**config.mk**
```make
export PLATFORM = sky130hd
export DESIGN_NAME = weight_sram_arbiter
export DESIGN_NICKNAME = d
export VERILOG_FILES = /design/src/rtl/nice_pkg.sv /design/src/rtl/wsram_rd_tag_pipe.sv /design/src/rtl/weight_sram_arbiter.sv
export SDC_FILE = /design/constraint.sdc
export NUM_CORES = 1
export LEC_CHECK = 0
export CORE_MARGIN = 2
export CORE_UTILIZATION = 45
export DETAILED_ROUTE_END_ITERATION = 7
export PLACE_DENSITY = 0.86
export SLEW_MARGIN = 20
export SYNTH_ARGS = -nofsm -noshare
export SYNTH_HDL_FRONTEND = slang
export SYNTH_SLANG_ARGS = --single-unit
```
**constraint.sdc**
```tcl
create_clock -name clk -period 3.25 [get_ports clk]
set_input_delay 0.65 -clock clk [delete_from_list [all_inputs] [get_ports clk]]
set_output_delay 0.65 -clock clk [all_outputs]
set_load 0.02 [all_outputs]
```
**src/rtl/nice_pkg.sv**
```systemverilog
// Shared types for the weight SRAM arbiter: FSM states, requester owner encoding
// and the read-return tag carried alongside each outstanding SRAM read.
package nice_pkg;

  typedef enum logic {
    IDLE  = 1'b0,
    BURST = 1'b1
  } state_t;

  typedef enum logic {
    OWN_CONV = 1'b0,
    OWN_FC   = 1'b1
  } owner_t;

  typedef struct packed {
    logic   valid;
    owner_t owner;
    logic   last;
  } tag_t;

  localparam tag_t TAG_NONE = '{valid: 1'b0, owner: OWN_CONV, last: 1'b0};

endpackage

```
**src/rtl/wsram_rd_tag_pipe.sv**
```systemverilog
// DEPTH-stage shift register that delays each read tag by the SRAM read latency,
// so the tag lines up with the word coming back on sram_rdata.
module wsram_rd_tag_pipe
  import nice_pkg::*;
#(
  parameter int DEPTH = 1
) (
  input  logic clk,
  input  logic rst_n,
  input  tag_t tag_in,
  output tag_t tag_out
);

  tag_t stage_q [DEPTH];

  always_ff @(posedge clk or negedge rst_n) begin
    if (!rst_n) begin
      for (int i = 0; i < DEPTH; i++) stage_q[i] <= TAG_NONE;
    end else begin
      stage_q[0] <= tag_in;
      for (int i = 1; i < DEPTH; i++) stage_q[i] <= stage_q[i-1];
    end
  end

  assign tag_out = stage_q[DEPTH-1];

endmodule

```
**src/rtl/weight_sram_arbiter.sv**
```systemverilog
// Burst-read arbiter sharing one single-port weight SRAM between the conv and FC
// weight consumers. Define WSRAM_ARB_RR_EN for round-robin; default is conv-first.
//
// state | meaning
// IDLE  | no burst active; grant the winning requester when any req is high
// BURST | issue one read per cycle at base + cnt until cnt == len
module weight_sram_arbiter
  import nice_pkg::*;
#(
  parameter int DW     = 16,
  parameter int AW     = 16,
  parameter int LW     = 8,
  parameter int RD_LAT = 1
) (
  input  logic          clk,
  input  logic          rst_n,
  input  logic          conv_req,
  input  logic [AW-1:0] conv_base,
  input  logic [LW-1:0] conv_len,
  output logic          conv_ack,
  output logic [DW-1:0] conv_rdata,
  output logic          conv_rvalid,
  output logic          conv_rlast,
  input  logic          fc_req,
  input  logic [AW-1:0] fc_base,
  input  logic [LW-1:0] fc_len,
  output logic          fc_ack,
  output logic [DW-1:0] fc_rdata,
  output logic          fc_rvalid,
  output logic          fc_rlast,
  output logic          sram_ce,
  output logic [AW-1:0] sram_addr,
  input  logic [DW-1:0] sram_rdata,
  output logic          busy
);

  state_t        state_q, state_d;
  logic [LW-1:0] cnt_q, cnt_d;
  logic [LW-1:0] len_q, len_d;
  logic [AW-1:0] base_q, base_d;
  logic [AW-1:0] addr_q, addr_d;
  owner_t        owner_q, owner_d;
  logic          ce_q, ce_d;
  logic          conv_ack_q, conv_ack_d;
  logic          fc_ack_q, fc_ack_d;
  owner_t        win;
  logic          any_req;
  tag_t          tag_in, tag_out;

  assign any_req = conv_req | fc_req;

`ifdef WSRAM_ARB_RR_EN
  owner_t last_q;

  // On contention the owner not granted last time wins; a lone requester always wins.
  always_comb begin
    if (conv_req && fc_req) win = (last_q == OWN_CONV) ? OWN_FC : OWN_CONV;
    else                    win = conv_req ? OWN_CONV : OWN_FC;
  end

  always_ff @(posedge clk or negedge rst_n) begin
    if (!rst_n)                          last_q <= OWN_FC;
    else if (state_q == IDLE && any_req) last_q <= win;
  end
`else
  assign win = conv_req ? OWN_CONV : OWN_FC;
`endif

  always_comb begin
    state_d    = state_q;
    cnt_d      = cnt_q;
    len_d      = len_q;
    base_d     = base_q;
    owner_d    = owner_q;
    addr_d     = addr_q;
    ce_d       = 1'b0;
    conv_ack_d = 1'b0;
    fc_ack_d   = 1'b0;
    case (state_q)
      IDLE: begin
        if (any_req) begin
          state_d    = BURST;
          owner_d    = win;
          cnt_d      = '0;
          ce_d       = 1'b1;
          base_d     = (win == OWN_FC) ? fc_base : conv_base;
          len_d      = (win == OWN_FC) ? fc_len  : conv_len;
          addr_d     = base_d;
          conv_ack_d = (win == OWN_CONV);
          fc_ack_d   = (win == OWN_FC);
        end
      end
      BURST: begin
        if (cnt_q == len_q) begin
          state_d = IDLE;
        end else begin
          cnt_d  = cnt_q + LW'(1);
          ce_d   = 1'b1;
          addr_d = base_q + AW'(cnt_d);
        end
      end
      default: state_d = IDLE;
    endcase
  end

  always_ff @(posedge clk or negedge rst_n) begin
    if (!rst_n) begin
      state_q    <= IDLE;
      cnt_q      <= '0;
      len_q      <= '0;
      base_q     <= '0;
      addr_q     <= '0;
      owner_q    <= OWN_CONV;
      ce_q       <= 1'b0;
      conv_ack_q <= 1'b0;
      fc_ack_q   <= 1'b0;
    end else begin
      state_q    <= state_d;
      cnt_q      <= cnt_d;
      len_q      <= len_d;
      base_q     <= base_d;
      addr_q     <= addr_d;
      owner_q    <= owner_d;
      ce_q       <= ce_d;
      conv_ack_q <= conv_ack_d;
      fc_ack_q   <= fc_ack_d;
    end
  end

  // Tag describes the read being issued this cycle; it emerges when its data returns.
  assign tag_in = '{valid: ce_q, owner: owner_q, last: (cnt_q == len_q)};

  wsram_rd_tag_pipe #(.DEPTH(RD_LAT)) u_tag_pipe (
    .clk     (clk),
    .rst_n   (rst_n),
    .tag_in  (tag_in),
    .tag_out (tag_out)
  );

  assign conv_rvalid = tag_out.valid && (tag_out.owner == OWN_CONV);
  assign fc_rvalid   = tag_out.valid && (tag_out.owner == OWN_FC);
  assign conv_rlast  = conv_rvalid && tag_out.last;
  assign fc_rlast    = fc_rvalid && tag_out.last;
  assign conv_rdata  = sram_rdata;
  assign fc_rdata    = sram_rdata;
  assign conv_ack    = conv_ack_q;
  assign fc_ack      = fc_ack_q;
  assign sram_ce     = ce_q;
  assign sram_addr   = addr_q;
  assign busy        = (state_q == BURST);

endmodule

```
==> impl_metrics.env, run 1 <==
export IMPL_outcome="complete, no violations"
export IMPL_reg2reg_end="sram_addr[9]"
export IMPL_fin_tns_setup_ns=0
export IMPL_final_min_clock_period_ns=2.89
export IMPL_yosysSeqAreaShare_pct=41.0
export IMPL_crit_type="reg2reg"
export IMPL_route_detailed_vias_per_inst=5.44
export IMPL_post_cts_hold_buffer_count=0
export IMPL_synth_fp_nets=424
export IMPL_route_detailed_drc=0
export IMPL_maxSlewViolCount=0
export IMPL_die_width_um=90.3
export IMPL_grt_max_degree=29
export IMPL_synth_seq_cells=55
export IMPL_cts_clk_slew_worst_paths_ns=0.10
export IMPL_hpwlAfterDp_um=5660
export IMPL_io_pins=124
export IMPL_synthesis_yosys_warnings=0
export IMPL_cp_endpoint="sram_addr[9]"
export IMPL_detailedRoute_firstPassIterationCount=4
export IMPL_vdd_ir_drop_worst_uv=533
export IMPL_cp_data_arrival_time_ns=3.09
export IMPL_synthArstFlopShare_pct=100
export IMPL_synthesis_area_sq_mm=0.00335
export IMPL_core_rowCount=31
export IMPL_worstSkewPairLatency_ns=0.31
export IMPL_critical_path_peak_fanout=8
export IMPL_total_count_of_hold_check_failures_in_the_final_report=0
export IMPL_cts_tree="yes"
export IMPL_ctsRootBufferMaster="sky130_fd_sc_hd__clkbuf_8"
export IMPL_drtIter0Drc=110
export IMPL_timing_reg2reg_worst_path_depth=10
export IMPL_max_clock_freq_ghz=0.346
export IMPL_antenna_found_initial=0
export IMPL_antenna_cells=0
export IMPL_clock_sink_count=55
export IMPL_synth_top_cells_by_count="55 x sky130_fd_sc_hd__dfrtp_1, 35 x sky130_fd_sc_hd__nand2_1, 33 x sky130_fd_sc_hd__buf_4"
export IMPL_post_synth_top_area_fraction_pct=41.0
export IMPL_post_cts_setup_buffer_count=0
export IMPL_synthesis_instances=345
export IMPL_h_tree_level_count=2
export IMPL_drt_total_wl_um=7590
export IMPL_setup_repair_after_global_routing_missed_its_margin="false"
export IMPL_slew_margin_rel_pct=54.2
export IMPL_timing_critical_path_to_type="register"
export IMPL_globalRouteOverflowTotal=0
export IMPL_cp_startpoint="cnt_q[0]"
export IMPL_port_buffers=75
export IMPL_drive_gt1_share_pct=7.51
export IMPL_synth_cell_type_count=44
export IMPL_edff_count_synth=0
export IMPL_min_path_type="in2async"
export IMPL_synthFlopType="sky130_fd_sc_hd__dfrtp_1"
export IMPL_synth_area_top_cells="sky130_fd_sc_hd__dfrtp_1 41%, sky130_fd_sc_hd__mux2i_1 7.5%, sky130_fd_sc_hd__buf_4 7.4%, sky130_fd_sc_hd__nand2_1 3.9%, sky130_fd_sc_hd__ha_1 3.7%"
export IMPL_cts_max_path_buffers=2
export IMPL_all_layer_gr_usage_pct=18.9
export IMPL_grt_first_pass_wirelength_um=12500
export IMPL_core_area_sq_mm=0.00725
export IMPL_max_slew_worst_pin_slew_ns=0.684
export IMPL_cts_made_buffers=5
export IMPL_number_of_global_route_vias_before_repair=2695
export IMPL_routed_via_count=2636
export IMPL_finish_utilization_pct=55.9
export IMPL_total_die_area_sq_mm=0.00816
export IMPL_p_total_mw=4.39
export IMPL_required_ns=3.44
export IMPL_max_cap_violations=0
export IMPL_p_leak_nw=1.77
export IMPL_setup_skew_after_layout_ns=0.00692
export IMPL_cts_resized=0
export IMPL_final_setup_violations=0
export IMPL_fin_crit_sh_pct=89.0
export IMPL_effective_utilization_at_floorplan_pct=46.2
export IMPL_globalplace_congestion=0.877
export IMPL_die_h_um=90.3
export IMPL_area_overhead_vs_synth_pct=20.9
export IMPL_synth_most_common_cell="sky130_fd_sc_hd__dfrtp_1"
export IMPL_library_cell_with_the_largest_summed_area_after_synthesis="sky130_fd_sc_hd__dfrtp_1"
export IMPL_nets=465
export IMPL_syn_avg_cell_area_sq_um=9.72
export IMPL_r2r_slack_ns=0.36
export IMPL_route_antenna_remaining_nets=0
export IMPL_power_per_cell_area_mw_per_mm2=1080
export IMPL_startpoint_of_the_lowest_slack_register_to_register_path="cnt_q[0]"
export IMPL_avgRoutedWirePerCell_um=15.7
export IMPL_finalHoldWorstSlack_ns=0.352
export IMPL_worst_setup_path_start_kind="register"
## per-stage QoR
| stage | instances | setup WS [ns] | cell area [sq um] |
|---|---|---|---|
| floorplan | 345 | 0.785 | 3350 |
| global placement | 478 | 0.572 | 3950 |
| detailed placement | 478 | 0.413 | 3950 |
| CTS | 485 | 0.388 | 4050 |
| global route | 485 | 0.122 | 4050 |
| finish | 485 | 0.357 | 4050 |
## worst min-delay path by stage
stage	from	end	slack (ns)	cells after the start
floorplan	rst_n	base_q[0]	0.35	0
global placement	owner_q	u_tag_pipe.tag_out[1]	0.36	0
detailed placement	owner_q	u_tag_pipe.tag_out[1]	0.37	0
CTS	rst_n	base_q[10]	0.37	1
global route	rst_n	base_q[13]	0.39	1
finish	rst_n	base_q[10]	0.35	1
## where the power goes
group / internal, mW / total [mW] / switching (mW)
clock: 0.225 / 0.445 / 0.219
sequential: 1.04 / 1.35 / 0.313
combinational: 1.24 / 2.59 / 1.35
total: 2.50 / 4.39 / 1.88
## flip-flops by register name (all words and copies together), names as in the netlist
register / count
base_q: 16
u_tag_pipe.tag_out: 3
sram_addr: 16
cnt_q: 8
len_q: 8
sram_ce: 1
conv_ack: 1
owner_q: 1
fc_ack: 1
## layout make-up
type | count | area [sq um]
fillers | 667 | 3200
multi-input cells | 237 | 1640
flip-flops and latches | 55 | 1380
repair buffers | 82 | 793
well taps | 99 | 124
clock buffers | 5 | 68.8
clock inverters | 2 | 37.5
inverters | 5 | 18.8
## cell usage in the layout (no fill, tap or decap), types with 2 or more instances in the layout
| cell type | n |
|---|---|
| sky130_fd_sc_hd__o21ai_0 | 20 |
| sky130_fd_sc_hd__mux2_1 | 2 |
| sky130_fd_sc_hd__inv_1 | 4 |
| sky130_fd_sc_hd__mux2i_1 | 25 |
| sky130_fd_sc_hd__o211ai_1 | 8 |
| sky130_fd_sc_hd__o21a_1 | 6 |
| sky130_fd_sc_hd__xnor2_1 | 14 |
| sky130_fd_sc_hd__a211oi_1 | 5 |
| sky130_fd_sc_hd__buf_4 | 7 |
| sky130_fd_sc_hd__nor2b_1 | 5 |
| sky130_fd_sc_hd__nor3_1 | 7 |
| sky130_fd_sc_hd__a222oi_1 | 2 |
| sky130_fd_sc_hd__nand2_1 | 35 |
| sky130_fd_sc_hd__mux2_2 | 3 |
| sky130_fd_sc_hd__nand3_1 | 15 |
| sky130_fd_sc_hd__buf_2 | 2 |
| sky130_fd_sc_hd__and3_1 | 6 |
| sky130_fd_sc_hd__xor2_1 | 8 |
| sky130_fd_sc_hd__o221a_2 | 3 |
| sky130_fd_sc_hd__a21oi_1 | 11 |
| sky130_fd_sc_hd__nand4_1 | 3 |
| sky130_fd_sc_hd__or4_1 | 4 |
| sky130_fd_sc_hd__ha_1 | 10 |
| sky130_fd_sc_hd__clkdlybuf4s50_1 | 73 |
| sky130_fd_sc_hd__clkbuf_8 | 5 |
| sky130_fd_sc_hd__a21o_1 | 9 |
| sky130_fd_sc_hd__dfrtp_1 | 55 |
| sky130_fd_sc_hd__a31oi_1 | 4 |
| sky130_fd_sc_hd__nor2_1 | 19 |
## cell families after synthesis
group           after synthesis  synth area share, %
simple gates                100                 14.4
compound gates               73                 14.6
flops                        55                 41.0
buf+inv                      53                 10.3
mux                          30                 9.14
xor+xnor                     23                 6.23
fa+ha+maj                    11                 4.33
## critical path, stage by stage (launching register included)
cell and delay [ns]:
sky130_fd_sc_hd__dfrtp_1 0.46, sky130_fd_sc_hd__ha_1 0.28, sky130_fd_sc_hd__nand3_1 0.14, sky130_fd_sc_hd__nor2_1 0.15, sky130_fd_sc_hd__xor2_1 0.20, sky130_fd_sc_hd__ha_1 0.28
sky130_fd_sc_hd__or2_2 0.31, sky130_fd_sc_hd__o31a_1 0.12, sky130_fd_sc_hd__a31oi_1 0.55, sky130_fd_sc_hd__or4_1 0.20, sky130_fd_sc_hd__nand3_1 0.08
## metal layers
| metal | up-vias | GRT usage, % | routed length (um) |
|---|---|---|---|
| met3 | 7 | 5.09 | 495 |
| met5 | - | 0 | 0 |
| met4 | 0 | 4.74 | 76 |
| met1 | 1289 | 23.2 | 3170 |
| met2 | 73 | 33.0 | 3850 |
| li1 | 1267 | - | - |
Note: power is estimated with default switching activity, not from simulation.
==> run 2: changes to the inputs <==
Settings changed: RECOVER_POWER set to 50, SLEW_MARGIN 20 to 5.
==> run 2 against run 1 <==
Total power decreased by 0.44%. Sequential share of layout area increased by 0.16 points. Largest power group unchanged. The run now ends with capacitance limit, slew limit left. Sequential power about the same.
==> impl_metrics.env, run 2 (same netlist as run 1, synthesis figures left out) <==
export IMPL_all_layer_gr_usage_pct=18.9
export IMPL_p_seq_share_pct=31.0
export IMPL_cp_startpoint="cnt_q[0]"
export IMPL_post_cts_setup_buffer_count=0
export IMPL_cp_data_arrival_time_ns=3.06
export IMPL_drt_total_wl_um=7560
export IMPL_route_top_layer_used="met4"
export IMPL_max_cap_violations=1
export IMPL_startpoint_of_the_lowest_slack_register_to_register_path="cnt_q[0]"
export IMPL_p_comb_share_pct=58.8
export IMPL_hpwlAfterDp_um=5660
export IMPL_setup_skew_after_layout_ns=0.00979
export IMPL_worst_setup_path_start_kind="register"
export IMPL_ctsRootBufferMaster="sky130_fd_sc_hd__clkbuf_8"
export IMPL_slew_margin_rel_pct=-2.15
export IMPL_max_slew_worst_pin_slew_ns=1.53
export IMPL_number_of_global_route_vias_before_repair=2695
export IMPL_critical_path_peak_fanout=8
export IMPL_globalRouteOverflowTotal=0
export IMPL_timing_critical_path_to_type="register"
export IMPL_route_detailed_vias_per_inst=5.45
export IMPL_core_rowCount=31
export IMPL_final_setup_violations=0
export IMPL_crit_type="reg2reg"
export IMPL_vdd_ir_drop_worst_uv=530
export IMPL_cellInternalPower_mw=2.50
export IMPL_layout_commonest_cell="sky130_fd_sc_hd__clkdlybuf4s50_1"
export IMPL_placed_cells=478
export IMPL_power_per_cell_area_mw_per_mm2=1080
export IMPL_net_switching_share_of_the_total_power_pct=42.9
export IMPL_area_overhead_vs_synth_pct=20.3
export IMPL_layout_cells_most_common_list="73 x sky130_fd_sc_hd__clkdlybuf4s50_1, 55 x sky130_fd_sc_hd__dfrtp_1, 35 x sky130_fd_sc_hd__nand2_1"
export IMPL_hold_path_startpoint="owner_q"
export IMPL_setup_repair_after_global_routing_missed_its_margin="false"
export IMPL_met2WireLength_um=3900
export IMPL_cts_tree="yes"
export IMPL_globalplace_congestion=0.877
export IMPL_drive_gt1_share_pct=6.22
export IMPL_met3_wirelength_um=473
export IMPL_grt_first_pass_wirelength_um=12500
export IMPL_total_die_area_sq_mm=0.00816
export IMPL_min_path_type="reg2reg"
export IMPL_share_clk_of_total_power_pct=10.2
export IMPL_maxSlewViolCount=29
export IMPL_cts_resized=0
export IMPL_port_buffers=75
export IMPL_p_leak_nw=1.75
export IMPL_avgRoutedWirePerCell_um=15.6
export IMPL_io_pins=124
export IMPL_core_area_sq_mm=0.00725
export IMPL_route_antenna_remaining_nets=0
export IMPL_detailedRoute_firstPassIterationCount=4
export IMPL_antenna_cells=0
export IMPL_wirelength_met1_um=3110
export IMPL_outcome="finished, violations left"
export IMPL_cts_clk_slew_worst_paths_ns=0.10
export IMPL_effective_utilization_at_floorplan_pct=46.2
export IMPL_drtIter0Drc=117
export IMPL_clock_sink_count=55
export IMPL_required_ns=3.44
export IMPL_cts_max_path_buffers=2
export IMPL_h_tree_level_count=2
export IMPL_antenna_found_initial=0
export IMPL_sw_pwr_mw=1.87
export IMPL_violations="capacitance limit, slew limit"
export IMPL_final_min_clock_period_ns=2.87
export IMPL_route_detailed_drc=0
export IMPL_fin_crit_sh_pct=88.3
export IMPL_die_width_um=90.3
export IMPL_grt_max_degree=29
export IMPL_finalHoldWorstSlack_ns=0.394
export IMPL_nets=465
export IMPL_fin_tns_setup_ns=0
export IMPL_total_count_of_hold_check_failures_in_the_final_report=0
export IMPL_cts_made_buffers=5
export IMPL_die_h_um=90.3
export IMPL_routed_via_count=2642
export IMPL_finalNonFillerCells=485
export IMPL_worstSkewPairLatency_ns=0.31
export IMPL_post_cts_hold_buffer_count=0
export IMPL_max_clock_freq_ghz=0.348
-- run 2: changes by cell type in the layout (fill, tap and decap cells not counted), sizes merged --
cell,change
buf,-4
clkbuf,+4
-- run 2: power groups by stage --
| stage | sequential (mW) | clock (mW) | combinational [mW] |
|---|---|---|---|
| after floorplan | 1.41 | 0 | 1.81 |
| after global placement | 1.35 | 0 | 2.47 |
| after detailed placement | 1.37 | 0 | 2.58 |
| after CTS | 1.35 | 0.451 | 2.61 |
| after global routing | 1.40 | 0.483 | 2.83 |
| final | 1.35 | 0.444 | 2.57 |
-- run 2: final timing paths --
check,endpoint,slack [ns],cells past startpoint
max,sram_addr[9],0.38,10
min,u_tag_pipe.tag_out[1],0.39,0
max reg2reg,sram_addr[9],0.38,10
max in group asynchronous,cnt_q[5],1.13,2
min in group asynchronous,base_q[10],0.70,1
min reg2reg,u_tag_pipe.tag_out[1],0.39,0
-- run 2: area by class of cell --
type | count | area (sq um)
clock buffer | 5 | 68.8
clock inverter | 2 | 37.5
fill | 671 | 3220
inverter | 5 | 18.8
multi-input combinational | 237 | 1630
sequential | 55 | 1380
tap | 99 | 124
timing repair buffer | 82 | 781
-- run 2: stage by stage --
| step | cell area, sq um | setup slack [ns] | util [%] | power, mW |
|---|---|---|---|---|
| floorplan | 3350 | 0.785 | - | 3.22 |
| global placement | 3950 | 0.572 | 54.4 | 3.82 |
| detailed placement | 3950 | 0.413 | 54.4 | 3.94 |
| CTS | 4050 | 0.388 | 55.9 | 4.41 |
| global route | 4040 | 0.122 | 55.6 | 4.71 |
| finish | 4040 | 0.379 | 55.6 | 4.37 |
-- run 2: per-layer routing --
layer | global-route usage [%] | up-vias
met3 | 5.09 | 7
met1 | 23.2 | 1292
li1 | - | 1267
met5 | 0 | -
met2 | 33.0 | 76
met4 | 4.74 | 0
-- run 2: worst max-delay path: stages, from the launching register on --
cell	delay (ns)
sky130_fd_sc_hd__dfrtp_1	0.46
sky130_fd_sc_hd__ha_1	0.28
sky130_fd_sc_hd__nand3_1	0.14
sky130_fd_sc_hd__nor2_1	0.15
sky130_fd_sc_hd__xor2_1	0.20
sky130_fd_sc_hd__ha_1	0.28
sky130_fd_sc_hd__or2_2	0.31
sky130_fd_sc_hd__o31a_1	0.12
sky130_fd_sc_hd__a31oi_1	0.53
sky130_fd_sc_hd__or4_1	0.20
sky130_fd_sc_hd__nand3_1	0.08
==> run 3: changes to the inputs <==
Settings changed: CORE_MARGIN 2 to 5.
==> run 3 against run 2 <==
The flow now finishes without violations. Sequential power hardly changed. Via count shrank 1.6%. Worst setup slack better by 0.024 ns. Final cell count decreased by 0.21%. Non-clock buffer count shrank 2. Highest routed layer unchanged.
==> impl_metrics.env, run 3 (same netlist as run 1, synthesis figures left out) <==
export IMPL_core_rowCount=31
export IMPL_antenna_cells=0
export IMPL_required_ns=3.45
export IMPL_global_route_usage_met2_pct=29.7
export IMPL_place_area_sq_mm=0.00393
export IMPL_finalInstanceArea_sq_mm=0.00402
export IMPL_max_slew_worst_pin_slew_ns=1.14
export IMPL_power_per_cell_area_mw_per_mm2=1070
export IMPL_worst_setup_path_start_kind="register"
export IMPL_cp_data_arrival_time_ns=3.05
export IMPL_timing_critical_path_to_type="register"
export IMPL_slew_margin_rel_pct=24.0
export IMPL_grt_first_pass_wirelength_um=11900
export IMPL_die_h_um=96.3
export IMPL_post_cts_hold_buffer_count=0
export IMPL_core_area_sq_mm=0.00725
export IMPL_finalWorstSetupSlack_ns=0.403
export IMPL_finalNonFillerCells=484
export IMPL_p_total_mw=4.28
export IMPL_outcome="complete, no violations"
export IMPL_nets=463
export IMPL_cts_made_buffers=5
export IMPL_cts_resized=0
export IMPL_hold_path_startpoint="owner_q"
export IMPL_max_clock_freq_ghz=0.351
export IMPL_fin_crit_sh_pct=87.6
export IMPL_detailedRoute_firstPassIterationCount=4
export IMPL_globalRouteOverflowTotal=0
export IMPL_total_die_area_sq_mm=0.00928
export IMPL_post_cts_setup_buffer_count=0
export IMPL_vdd_ir_drop_worst_uv=574
export IMPL_drive_gt1_share_pct=7.01
export IMPL_final_min_clock_period_ns=2.85
export IMPL_layout_commonest_cell="sky130_fd_sc_hd__clkdlybuf4s50_1"
export IMPL_fin_tns_setup_ns=0
export IMPL_setup_skew_after_layout_ns=0.0101
export IMPL_port_buffers=75
export IMPL_antenna_found_initial=0
export IMPL_cts_max_path_buffers=2
export IMPL_routed_via_count=2601
export IMPL_hpwlAfterDp_um=5660
export IMPL_h_tree_level_count=2
export IMPL_critical_path_peak_fanout=8
export IMPL_final_setup_violations=0
export IMPL_grt_met3_usage_pct=3.36
export IMPL_top_usage_layer="met2"
export IMPL_grt_max_degree=39
export IMPL_layout_cells_most_common_list="73 x sky130_fd_sc_hd__clkdlybuf4s50_1, 55 x sky130_fd_sc_hd__dfrtp_1, 35 x sky130_fd_sc_hd__nand2_1"
export IMPL_number_of_global_route_vias_before_repair=2601
export IMPL_cp_startpoint="cnt_q[0]"
export IMPL_placed_cells=476
export IMPL_ctsRootBufferMaster="sky130_fd_sc_hd__clkbuf_8"
export IMPL_min_path_type="reg2reg"
export IMPL_crit_type="reg2reg"
export IMPL_clock_sink_count=55
export IMPL_max_cap_violations=0
export IMPL_io_pins=124
export IMPL_area_overhead_vs_synth_pct=19.8
export IMPL_cts_clk_slew_worst_paths_ns=0.10
export IMPL_drt_total_wl_um=7440
export IMPL_worstSkewPairLatency_ns=0.31
export IMPL_route_detailed_vias_per_inst=5.37
export IMPL_startpoint_of_the_lowest_slack_register_to_register_path="cnt_q[0]"
export IMPL_total_count_of_hold_check_failures_in_the_final_report=0
export IMPL_cts_tree="yes"
export IMPL_layout_filler_cells=650
export IMPL_route_detailed_drc=0
export IMPL_pre_cts_ws_ns=0.432
export IMPL_maxSlewViolCount=0
export IMPL_gr_usage_met1_pct=19.2
export IMPL_die_width_um=96.3
export IMPL_globalplace_congestion=0.872
export IMPL_avgRoutedWirePerCell_um=15.4
export IMPL_p_leak_nw=1.74
export IMPL_all_layer_gr_usage_pct=16.4
export IMPL_drtIter0Drc=85
export IMPL_setup_repair_after_global_routing_missed_its_margin="false"
export IMPL_effective_utilization_at_floorplan_pct=46.2
export IMPL_route_antenna_remaining_nets=0
run 3: final timing paths:
kind,to,slack (ns),cells past startpoint
max,sram_addr[11],0.40,10
min,u_tag_pipe.tag_out[1],0.40,0
max reg2reg,sram_addr[11],0.40,10
min reg2reg,u_tag_pipe.tag_out[1],0.40,0
max in group asynchronous,cnt_q[5],1.29,2
min in group asynchronous,sram_addr[10],0.53,1
run 3: worst max-delay path, stage by stage, from the launching register on:
cell                      delay (ns)
sky130_fd_sc_hd__dfrtp_1        0.46
sky130_fd_sc_hd__ha_1           0.27
sky130_fd_sc_hd__nand3_1        0.13
sky130_fd_sc_hd__nor2_1         0.15
sky130_fd_sc_hd__xor2_1         0.20
sky130_fd_sc_hd__ha_1           0.28
sky130_fd_sc_hd__or2_2          0.31
sky130_fd_sc_hd__o31a_1         0.12
sky130_fd_sc_hd__a31oi_1        0.53
sky130_fd_sc_hd__or4_1          0.20
sky130_fd_sc_hd__nand3_1        0.07
run 3: area by class of cell:
class                      instances  area (sq um)  share of cell area (%)
clock buffer                       5          68.8                    1.71
multi-input combinational        237          1640                    40.7
timing repair buffer              80           774                    19.3
tap                               99           124                    3.08
sequential                        55          1380                    34.3
inverter                           5          18.8                   0.467
clock inverter                     3          20.0                   0.498
run 3: stage by stage:
stage	hold slack, ns	util [%]
floorplan	0.354	-
global placement	0.361	54.2
detailed placement	0.377	54.2
CTS	0.281	55.4
global route	0.411	55.4
finish	0.398	55.4
run 3: report_power, final:
group          leakage (nW)  switching [mW]  total, mW  internal (mW)
Combinational          1.05            1.31       2.54           1.24
Clock                0.0402           0.227      0.378          0.150
Sequential            0.657           0.322       1.36           1.04
run 3: per-layer routing:
| metal | vias up | part of all wire (%) |
|---|---|---|
| met5 | - | 0 |
| met4 | 0 | 1.9 |
| met3 | 13 | 5.8 |
| met2 | 70 | 52 |
| met1 | 1250 | 40 |
| li1 | 1268 | - |
